File: config.mk
export PLATFORM = sky130hd
export DESIGN_NAME = probador_param_gen
export DESIGN_NICKNAME = d
export VERILOG_FILES = /design/src/rtl/probador_param_gen.sv
export SDC_FILE = /design/constraint.sdc
export NUM_CORES = 1
export LEC_CHECK = 0
export CAP_MARGIN = 40
export CORE_ASPECT_RATIO = 0.6
export CORE_UTILIZATION = 35
export DETAILED_ROUTE_END_ITERATION = 16
export MAX_ROUTING_LAYER = met4
export REMOVE_ABC_BUFFERS = 1
export SLEW_MARGIN = 25
export SYNTH_ARGS = -nofsm -noshare
export SYNTH_HDL_FRONTEND = slang
export SYNTH_SLANG_ARGS = --single-unit
File: constraint.sdc
create_clock -name clk_32f -period 3.3 [get_ports clk_32f]
set_clock_uncertainty 0.15 [all_clocks]
set_input_delay 0.66 -clock clk_32f [delete_from_list [all_inputs] [get_ports clk_32f]]
set_output_delay 0.66 -clock clk_32f [all_outputs]
set_load 0.1 [all_outputs]
File: src/rtl/probador_param_gen.sv
`default_nettype none
// ============================================================================
//  Module   : probador_param_gen
//  Purpose  : Parametrised PHY-link stimulus generator. Drives LANES parallel
//             WIDTH-bit lane words with valids, plus a serial stream (MSB
//             first) made of COM_COUNT sync symbols followed by round-robin
//             lane data, with IDLE_SYM in place of invalid lanes.
//  Revision : 1.0 - initial release
// ============================================================================
module probador_param_gen #(
  parameter int          LANES     = 4,
  parameter int          WIDTH     = 8,
  parameter logic [15:0] COM_SYM   = 16'h00BC,
  parameter logic [15:0] IDLE_SYM  = 16'h007C,
  parameter int          COM_COUNT = 4
) (
  input  logic                     clk_32f,
  input  logic                     reset,
  input  logic                     enable,
  input  logic [LANES-1:0]         valid_mask,
  output logic [LANES*WIDTH-1:0]   data_out,
  output logic [LANES-1:0]         valid_out,
  output logic                     ser_out,
  output logic                     sym_strobe,
  output logic                     sync_done
);

  localparam int c_POS_W = $clog2(WIDTH);
  localparam int c_LP_W  = (LANES > 1) ? $clog2(LANES) : 1;

  // Symbols narrower than the parameter field are zero-extended on the MSB side.
  localparam logic [WIDTH-1:0]   c_COM_SYM  = COM_SYM[WIDTH-1:0];
  localparam logic [WIDTH-1:0]   c_IDLE_SYM = IDLE_SYM[WIDTH-1:0];
  localparam logic [c_POS_W-1:0] c_LAST_POS = c_POS_W'(WIDTH - 1);
  localparam logic [c_POS_W-1:0] c_PRE_LAST = c_POS_W'(WIDTH - 2);
  localparam logic [3:0]         c_COM_CNT  = 4'(COM_COUNT);
  localparam logic [c_LP_W-1:0]  c_LAST_LN  = c_LP_W'(LANES - 1);

  typedef enum logic [1:0] {
    ST_IDLE = 2'd0,
    ST_SYNC = 2'd1,
    ST_DATA = 2'd2
  } state_t;

  state_t                   r_state,    w_state_nxt;
  logic [c_POS_W-1:0]       r_pos,      w_pos_nxt;
  logic [3:0]               r_com_cnt,  w_com_cnt_nxt;
  logic [WIDTH-1:0]         r_data_cnt, w_data_cnt_nxt;
  logic [c_LP_W-1:0]        r_lane_ptr, w_lane_ptr_nxt;
  logic [WIDTH-1:0]         r_shift,    w_shift_nxt;
  logic [LANES*WIDTH-1:0]   r_data,     w_data_nxt;
  logic [LANES-1:0]         r_valid,    w_valid_nxt;
  logic                     r_ser,      w_ser_nxt;
  logic                     r_strobe,   w_strobe_nxt;
  logic                     r_sync,     w_sync_nxt;

  logic                     w_last;
  logic [WIDTH-1:0]         w_dcnt_inc;
  logic [LANES*WIDTH-1:0]   w_lanes;
  logic [WIDTH-1:0]         w_lane_sym;
  logic [WIDTH-1:0]         w_data_sym;

  // Next-state and next-output computation; every symbol boundary reloads
  // the shifter and emits its MSB directly so no partial symbol can occur.
  always_comb begin
    w_state_nxt    = r_state;
    w_pos_nxt      = r_pos;
    w_com_cnt_nxt  = r_com_cnt;
    w_data_cnt_nxt = r_data_cnt;
    w_lane_ptr_nxt = r_lane_ptr;
    w_shift_nxt    = r_shift;
    w_data_nxt     = r_data;
    w_valid_nxt    = r_valid;
    w_ser_nxt      = r_ser;
    w_strobe_nxt   = 1'b0;
    w_sync_nxt     = r_sync;

    w_last     = (r_pos == c_LAST_POS);
    w_dcnt_inc = r_data_cnt + 1'b1;
    w_lanes    = '0;
    for (int i = 0; i < LANES; i++) begin
      w_lanes[i*WIDTH +: WIDTH] = w_dcnt_inc + WIDTH'(i);
    end
    w_lane_sym = w_lanes[int'(r_lane_ptr)*WIDTH +: WIDTH];
    w_data_sym = valid_mask[r_lane_ptr] ? w_lane_sym : c_IDLE_SYM;

    case (r_state)
      ST_IDLE: begin
        // Parking the bit position at the last slot makes the next edge a
        // symbol boundary, which gives the single cycle of start latency.
        if (enable) begin
          w_state_nxt = ST_SYNC;
          w_pos_nxt   = c_LAST_POS;
        end
      end
      default: begin
        if (!w_last) begin
          w_ser_nxt    = r_shift[WIDTH-1];
          w_shift_nxt  = r_shift << 1;
          w_pos_nxt    = r_pos + 1'b1;
          w_strobe_nxt = (r_pos == c_PRE_LAST);
        end else if (!enable) begin
          w_state_nxt    = ST_IDLE;
          w_pos_nxt      = '0;
          w_com_cnt_nxt  = '0;
          w_data_cnt_nxt = '0;
          w_lane_ptr_nxt = '0;
          w_shift_nxt    = '0;
          w_data_nxt     = '0;
          w_valid_nxt    = '0;
          w_ser_nxt      = 1'b0;
          w_sync_nxt     = 1'b0;
        end else if ((r_state == ST_SYNC) && (r_com_cnt != c_COM_CNT)) begin
          w_ser_nxt     = c_COM_SYM[WIDTH-1];
          w_shift_nxt   = c_COM_SYM << 1;
          w_pos_nxt     = '0;
          w_com_cnt_nxt = r_com_cnt + 1'b1;
        end else begin
          w_state_nxt    = ST_DATA;
          w_sync_nxt     = 1'b1;
          w_ser_nxt      = w_data_sym[WIDTH-1];
          w_shift_nxt    = w_data_sym << 1;
          w_pos_nxt      = '0;
          w_data_cnt_nxt = w_dcnt_inc;
          w_data_nxt     = w_lanes;
          w_valid_nxt    = valid_mask;
          w_lane_ptr_nxt = (r_lane_ptr == c_LAST_LN) ? '0 : r_lane_ptr + 1'b1;
        end
      end
    endcase
  end

  // State and output registers with asynchronous active-low clear.
  always_ff @(posedge clk_32f or negedge reset) begin
    if (!reset) begin
      r_state    <= ST_IDLE;
      r_pos      <= '0;
      r_com_cnt  <= '0;
      r_data_cnt <= '0;
      r_lane_ptr <= '0;
      r_shift    <= '0;
      r_data     <= '0;
      r_valid    <= '0;
      r_ser      <= 1'b0;
      r_strobe   <= 1'b0;
      r_sync     <= 1'b0;
    end else begin
      r_state    <= w_state_nxt;
      r_pos      <= w_pos_nxt;
      r_com_cnt  <= w_com_cnt_nxt;
      r_data_cnt <= w_data_cnt_nxt;
      r_lane_ptr <= w_lane_ptr_nxt;
      r_shift    <= w_shift_nxt;
      r_data     <= w_data_nxt;
      r_valid    <= w_valid_nxt;
      r_ser      <= w_ser_nxt;
      r_strobe   <= w_strobe_nxt;
      r_sync     <= w_sync_nxt;
    end
  end

  assign data_out   = r_data;
  assign valid_out  = r_valid;
  assign ser_out    = r_ser;
  assign sym_strobe = r_strobe;
  assign sync_done  = r_sync;

endmodule
`default_nettype wire

# Yosys cells after proc, flatten, opt, wreduce, memory -nomap -nowiden
# Cells that the tools add are included.
# totals
ff_bits	66
word_cells	68
output_inout_bits	39
# classes
addsub	7
n_lt_le_gt_ge	1
n_mux	32
reduce_logical	6
n_shift	1
eq_ne	9
n_bitwise	1
# op_table
operator	count
32-bit two-way mux	2
8-bit two-way mux	6
32-bit by 6-bit variable part select with 8-bit output	1
8-bit by 1-bit adder with 8-bit output (second input constant)	2
8-bit by 2-bit adder with 8-bit output (second input constant)	2
2-bit two-way mux	8
4-bit two-way mux	4
3-bit two-way mux	3
3-bit AND reduction	3
1-bit two-way mux	8
3-bit equality test (second input constant)	2
4-bit by 1-bit adder with 4-bit output (second input constant)	1
2-bit inequality test (second input constant)	2
4-bit by 3-bit inequality test with 1-bit output (second input constant)	1
3-bit by 1-bit adder with 3-bit output (second input constant)	1
2-bit by 3-bit < comparator with 1-bit output (second input constant)	1
3-bit by 2-bit inequality test with 1-bit output (second input constant)	1
2-bit by 1-bit adder with 2-bit output (second input constant)	1
1-bit binary-select mux with 2-bit select	1
2-bit by 1-bit equality test with 1-bit output (second input constant)	1
2-bit equality test (second input constant)	1
2-bit logical NOT	1
2-bit by 1-bit inequality test with 1-bit output (second input constant)	1
2-bit nonzero test	1
2 further kinds	2

# Depth between registers and ports, before layout
# depth
depth_word	7
depth_mapped	12
ltp_nobuf	9

# Worst setup path after synthesis
# No wires, ideal clock.
# synth_path
path_kind	register to register
startpoint	register r_data_cnt[0]
endpoint	register r_ser, in the netlist ser_out
arrival_time_ps	3199
path_slack_ps	-176
stages_incl_launch_ff	13
path_buffers	3
required_ps	3022
setup_ps	128
cell_sequence	dfrtp_1 buf_4 inv_1 ha_1 clkbuf_1 inv_1 ha_1 buf_6 nor2b_1 nand2b_4 or4_1 nand4_1 o21ai_1
# synth_via
elab_chain_cells	7
word_cells_on_any_way	9
classes_between	add/sub: 4; shift: 1; mux: 4
# synth_lines
element	line	rtl
start, declared	48	logic [WIDTH-1:0] r_data_cnt, w_data_cnt_nxt;
start signal, assigned	151	r_data_cnt <= w_data_cnt_nxt;
8-bit by 1-bit adder with 8-bit output (*)	79	w_dcnt_inc = r_data_cnt + 1'b1;
8-bit by 1-bit adder with 8-bit output or 8-bit by 2-bit adder with 8-bit output (tied branches)	82	w_lanes[i*WIDTH +: WIDTH] = w_dcnt_inc + WIDTH'(i);
32-bit by 6-bit variable part select with 8-bit output (*)	84	w_lane_sym = w_lanes[int'(r_lane_ptr)*WIDTH +: WIDTH];
8-bit two-way mux (*)	85	w_data_sym = valid_mask[r_lane_ptr] ? w_lane_sym : c_IDLE_SYM;
1-bit two-way mux (*)	113	end else if ((r_state == ST_SYNC) && (r_com_cnt != c_COM_CNT)) begin
1-bit two-way mux (*)	102	end else if (!enable) begin
1-bit two-way mux (*)	97	if (!w_last) begin
end signal, assigned	156	r_ser <= w_ser_nxt;
end, declared	53	logic r_ser, w_ser_nxt;
# Mark *: on every way between the ends. The rest lies on a longest branch, timed or not.
# A chain may end at the register's enable or synchronous reset.

# Final worst setup path
# Same ends and word-level chain as after synthesis.

==> metrics.md <==
| Metric | Value |
|---|---|
| Status | `complete, but fails checks` |
| Failing checks | `DRC` |
| FF-to-FF path depth | `9` |
| Layout cell share with drive strength beyond 1 | `19.63%` |
| Worst Setup SP | `r_data_cnt[0]` |
| HPWL Detailed | `5889 um` |
| Largest family of logic cells by synthesized area | `compound AO/OA/AOI/OAI gates` |
| Synth top cells by count | `dfrtp_1 (55), nand2_1 (45), o21ai_0 (44), xor2_1 (16), nor2_1 (14)` |
| Cts repair resizes | `0` |
| Slew headroom | `56.22%` |
| Final setup violation count | `0` |
| Power Density | `810.2 nW/um2` |
| Core box area | `8686 um2` |
| Mux cell area share after synthesis | `1.331%` |
| Highest routed layer | `met4` |
| Clk sinks | `55` |
| Post-synthesis simple-gate area fraction | `17.03%` |
| CP endpoint | `ser_out` |
| Hold WC Path Type | `in2async` |
| Clk buf depth | `2` |
| Slew @ Worst Pin | `0.6566 ns` |
| Post-synthesis compound-gate area fraction | `20.83%` |
| Post-synthesis cell area | `3196 um2` |
| Leak pwr | `1.744 nW` |
| Period minus WS final | `2.922 ns` |
| Distinct cells, synth | `61` |
| GR Overflow Total | `0` |
| Synth top area share | `43.07%` |
| Total GRT Usage | `18.69%` |
| CP Data Required Time | `3.33 ns` |
| H-tree levels | `2` |
| I/O pin count | `46` |
| Max VDD drop | `706.4 uV` |
| Die Y | `76.02 um` |
| Xor-xnor portion of the synthesized cell area | `7.635%` |
| N_diodes | `0` |
| Clock slew at reported path FFs | `0.07 ns` |
| WL met2 | `2868 um` |
| Drt pass-1 iters | `11` |
| Via count | `2,581` |
| Slowest-stage cell, CP | `dfrtp_1` |
| Placed Area | `3641 um2` |
| DRT antenna net count | `0` |
| RR Startpoint | `r_data_cnt[0]` |
| Final Hold Viols | `0` |
| Tcrit/Tclk final | `88.54%` |
| Post-Synthesis Cells | `336` |
| Fillers | `828` |
| Seq/Total Area, Yosys | `43.07%` |
| Max-Cap Viols | `0` |
| CP delay by family, top | `simple AND/OR/NAND/NOR gates` |
| DR WL/cell | `16.16 um` |
| Post-synth EDFFs | `0` |
| Synth Flop Type | `dfrtp_1` |
| Post-synth top area cell | `dfrtp_1` |
| Setup bufs post-CTS | `0` |
| Asr flop ratio synth | `100.0%` |
| First-pass GRT wire length | `13,610 um` |
| I/O Buffers | `45` |
| Design area | `3770 um2` |
| Routed WL | `7902 um` |
| DRC violations left | `4` |
| Vias per cell | `5.278` |
| Num CTS Buffers | `5` |
| Fin util | `43.40%` |
| FF-to-FF setup slack | `0.38 ns` |
| Post-Synth Adder-Cell Area | `4.307%` |
| Endpoint type of the worst setup path | `register` |
| CTS Hold Buffers Added | `0` |
| RSZ-0062 raised after global routing | `no` |
| Worst flop-to-flop path endpoint | `ser_out` |
| Worst skew pair latency | `0.29 ns` |
| Die ar. | `9529 um2` |
| Vias in the first global route | `2,500` |
| Initial Utilization | `36.79%` |
| CTS tree | `done` |
| Post-route insts no fill | `489` |
| Largest net degree at the start of global routing | `37` |
| Startpoint Class | `register` |
| Worst Path Arrival | `2.95 ns` |
| Max incr delay on CP | `0.55 ns` |
| Die width | `125.4 um` |
| Syn Area/Cell | `9.511 um2` |
| Clk root buf | `clkbuf_16` |
| CP Cell Sequence | `inv_1 > ha_1 > inv_1 > ha_1 > nor2b_1 > nand2b_4 > or4_1 > nand4_1 > o21ai_1` |
| Synth area leaders | `dfrtp_1 (43%), o21ai_0 (6.9%), nand2_1 (5.3%)` |
| Final Slew Violations | `0` |
| Initial DRC count | `187` |
| Area growth from synthesis to layout | `17.97%` |
| Yosys reg bits | `55` |
| Nets | `396` |
| WP buf/inv | `2` |
| GP Congestion | `0.8827` |
| Row Count | `26` |
| Initial antenna violation count | `0` |
| Crit Path Class | `reg2reg` |
| Cells after DPL | `483` |
| Cell with the most instances after synthesis | `dfrtp_1` |
| Crit path max fanout | `9` |
| WL met1 | `4504 um` |
| FMAX | `342.2 MHz` |
| Crit path depth | `9` |
| DR WL met3 | `463 um` |
| Yosys warning count | `0` |
state kept, by name, indices dropped and copies added (netlist names):
register and flops:
sync_done 1, data_out 23, valid_out 4, r_state 2
ser_out 1, r_shift 7, sym_strobe 1, r_data_cnt 7
r_pos 3, r_lane_ptr 2, r_com_cnt 4
kinds of logic after synthesis:
family	count (synthesis)
AO/OA/AOI/OAI	103
AND/OR/NAND/NOR	103
XOR/XNOR	27
adder cells (fa/ha/maj)	11
multiplexers	3
buffers and inverters	34
flip-flops	55
worst register-to-register path: stages, from the launching register on:
cell and delay (ns):
dfrtp_1 0.55, inv_1 0.16, ha_1 0.46, inv_1 0.14, ha_1 0.23, nor2b_1 0.36, nand2b_4 0.11, or4_1 0.50
nand4_1 0.10, o21ai_1 0.07
final cells by class:
cell class / count / area (um2) / share of cell area, %
timing repair buffer: 59 / 452.9 / 12.01
sequential: 55 / 1376 / 36.51
clock buffer: 6 / 128.9 / 3.419
tap: 112 / 140.1 / 3.717
inverter: 10 / 37.54 / 0.9957
multi-input combinational: 247 / 1634 / 43.35
worst min-delay path by stage:
stage / startpoint / cells after the start / end / slack, ns
after floorplan: reset / 0 / data_out[10] / 0.21
after global placement: r_shift[1] / 2 / r_shift[1] / 0.31
after detailed placement: r_shift[5] / 1 / r_shift[5] / 0.32
after CTS: reset / 1 / sym_strobe / 0.11
after global routing: reset / 1 / sym_strobe / 0.13
final: reset / 1 / sym_strobe / 0.10
layout by cell type, fill, tap and decap left out, types with 3 or more instances in the layout:
cell	count
dfrtp_1	55
buf_4	53
nand2_1	45
o21ai_0	44
xor2_1	16
nor2_1	14
a21oi_1	13
a22o_1	11
ha_1	11
xnor2_1	10
inv_1	9
nand3_1	7
nor3b_1	6
nor3_1	5
clkbuf_16	5
clkdlybuf4s50_1	5
nor2b_1	4
o31ai_1	4
and2_1	4
or3_1	3
a211o_1	3
o22ai_1	3
o21ai_1	3
routing by layer:
layer | global-route usage, % | up-vias
met3 | 4.073 | 7
met4 | 3.537 | 0
li1 | - | 1273
met5 | - | -
met2 | 22.63 | 73
met1 | 30.42 | 1228
stage by stage:
step | setup WS, ns | TNS (ns) | hold WS, ns | power [W]
3_5_place_dp | 0.3985 | 0 | 0.3178 | 0.002552
5_1_grt | 0.1807 | 0 | 0.1277 | 0.003242
3_3_place_gp | 0.5384 | 0 | 0.3125 | 0.002532
2_1_floorplan | -0.9624 | -8.850 | 0.2144 | 0.002125
6_report | 0.3781 | 0 | 0.1029 | 0.003054
4_1_cts | 0.3816 | 0 | 0.1081 | 0.003065
power breakdown:
group	total (W)	leakage [nW]	switching, W	internal (W)
clock	0.000504	0.0628	0.000230	0.000274
combinational	0.00158	0.937	0.00115	0.000426
sequential	0.000972	0.744	0.000148	0.000823
total	0.00305	1.74	0.00153	0.00152
Power figures use the tool's default switching activity.
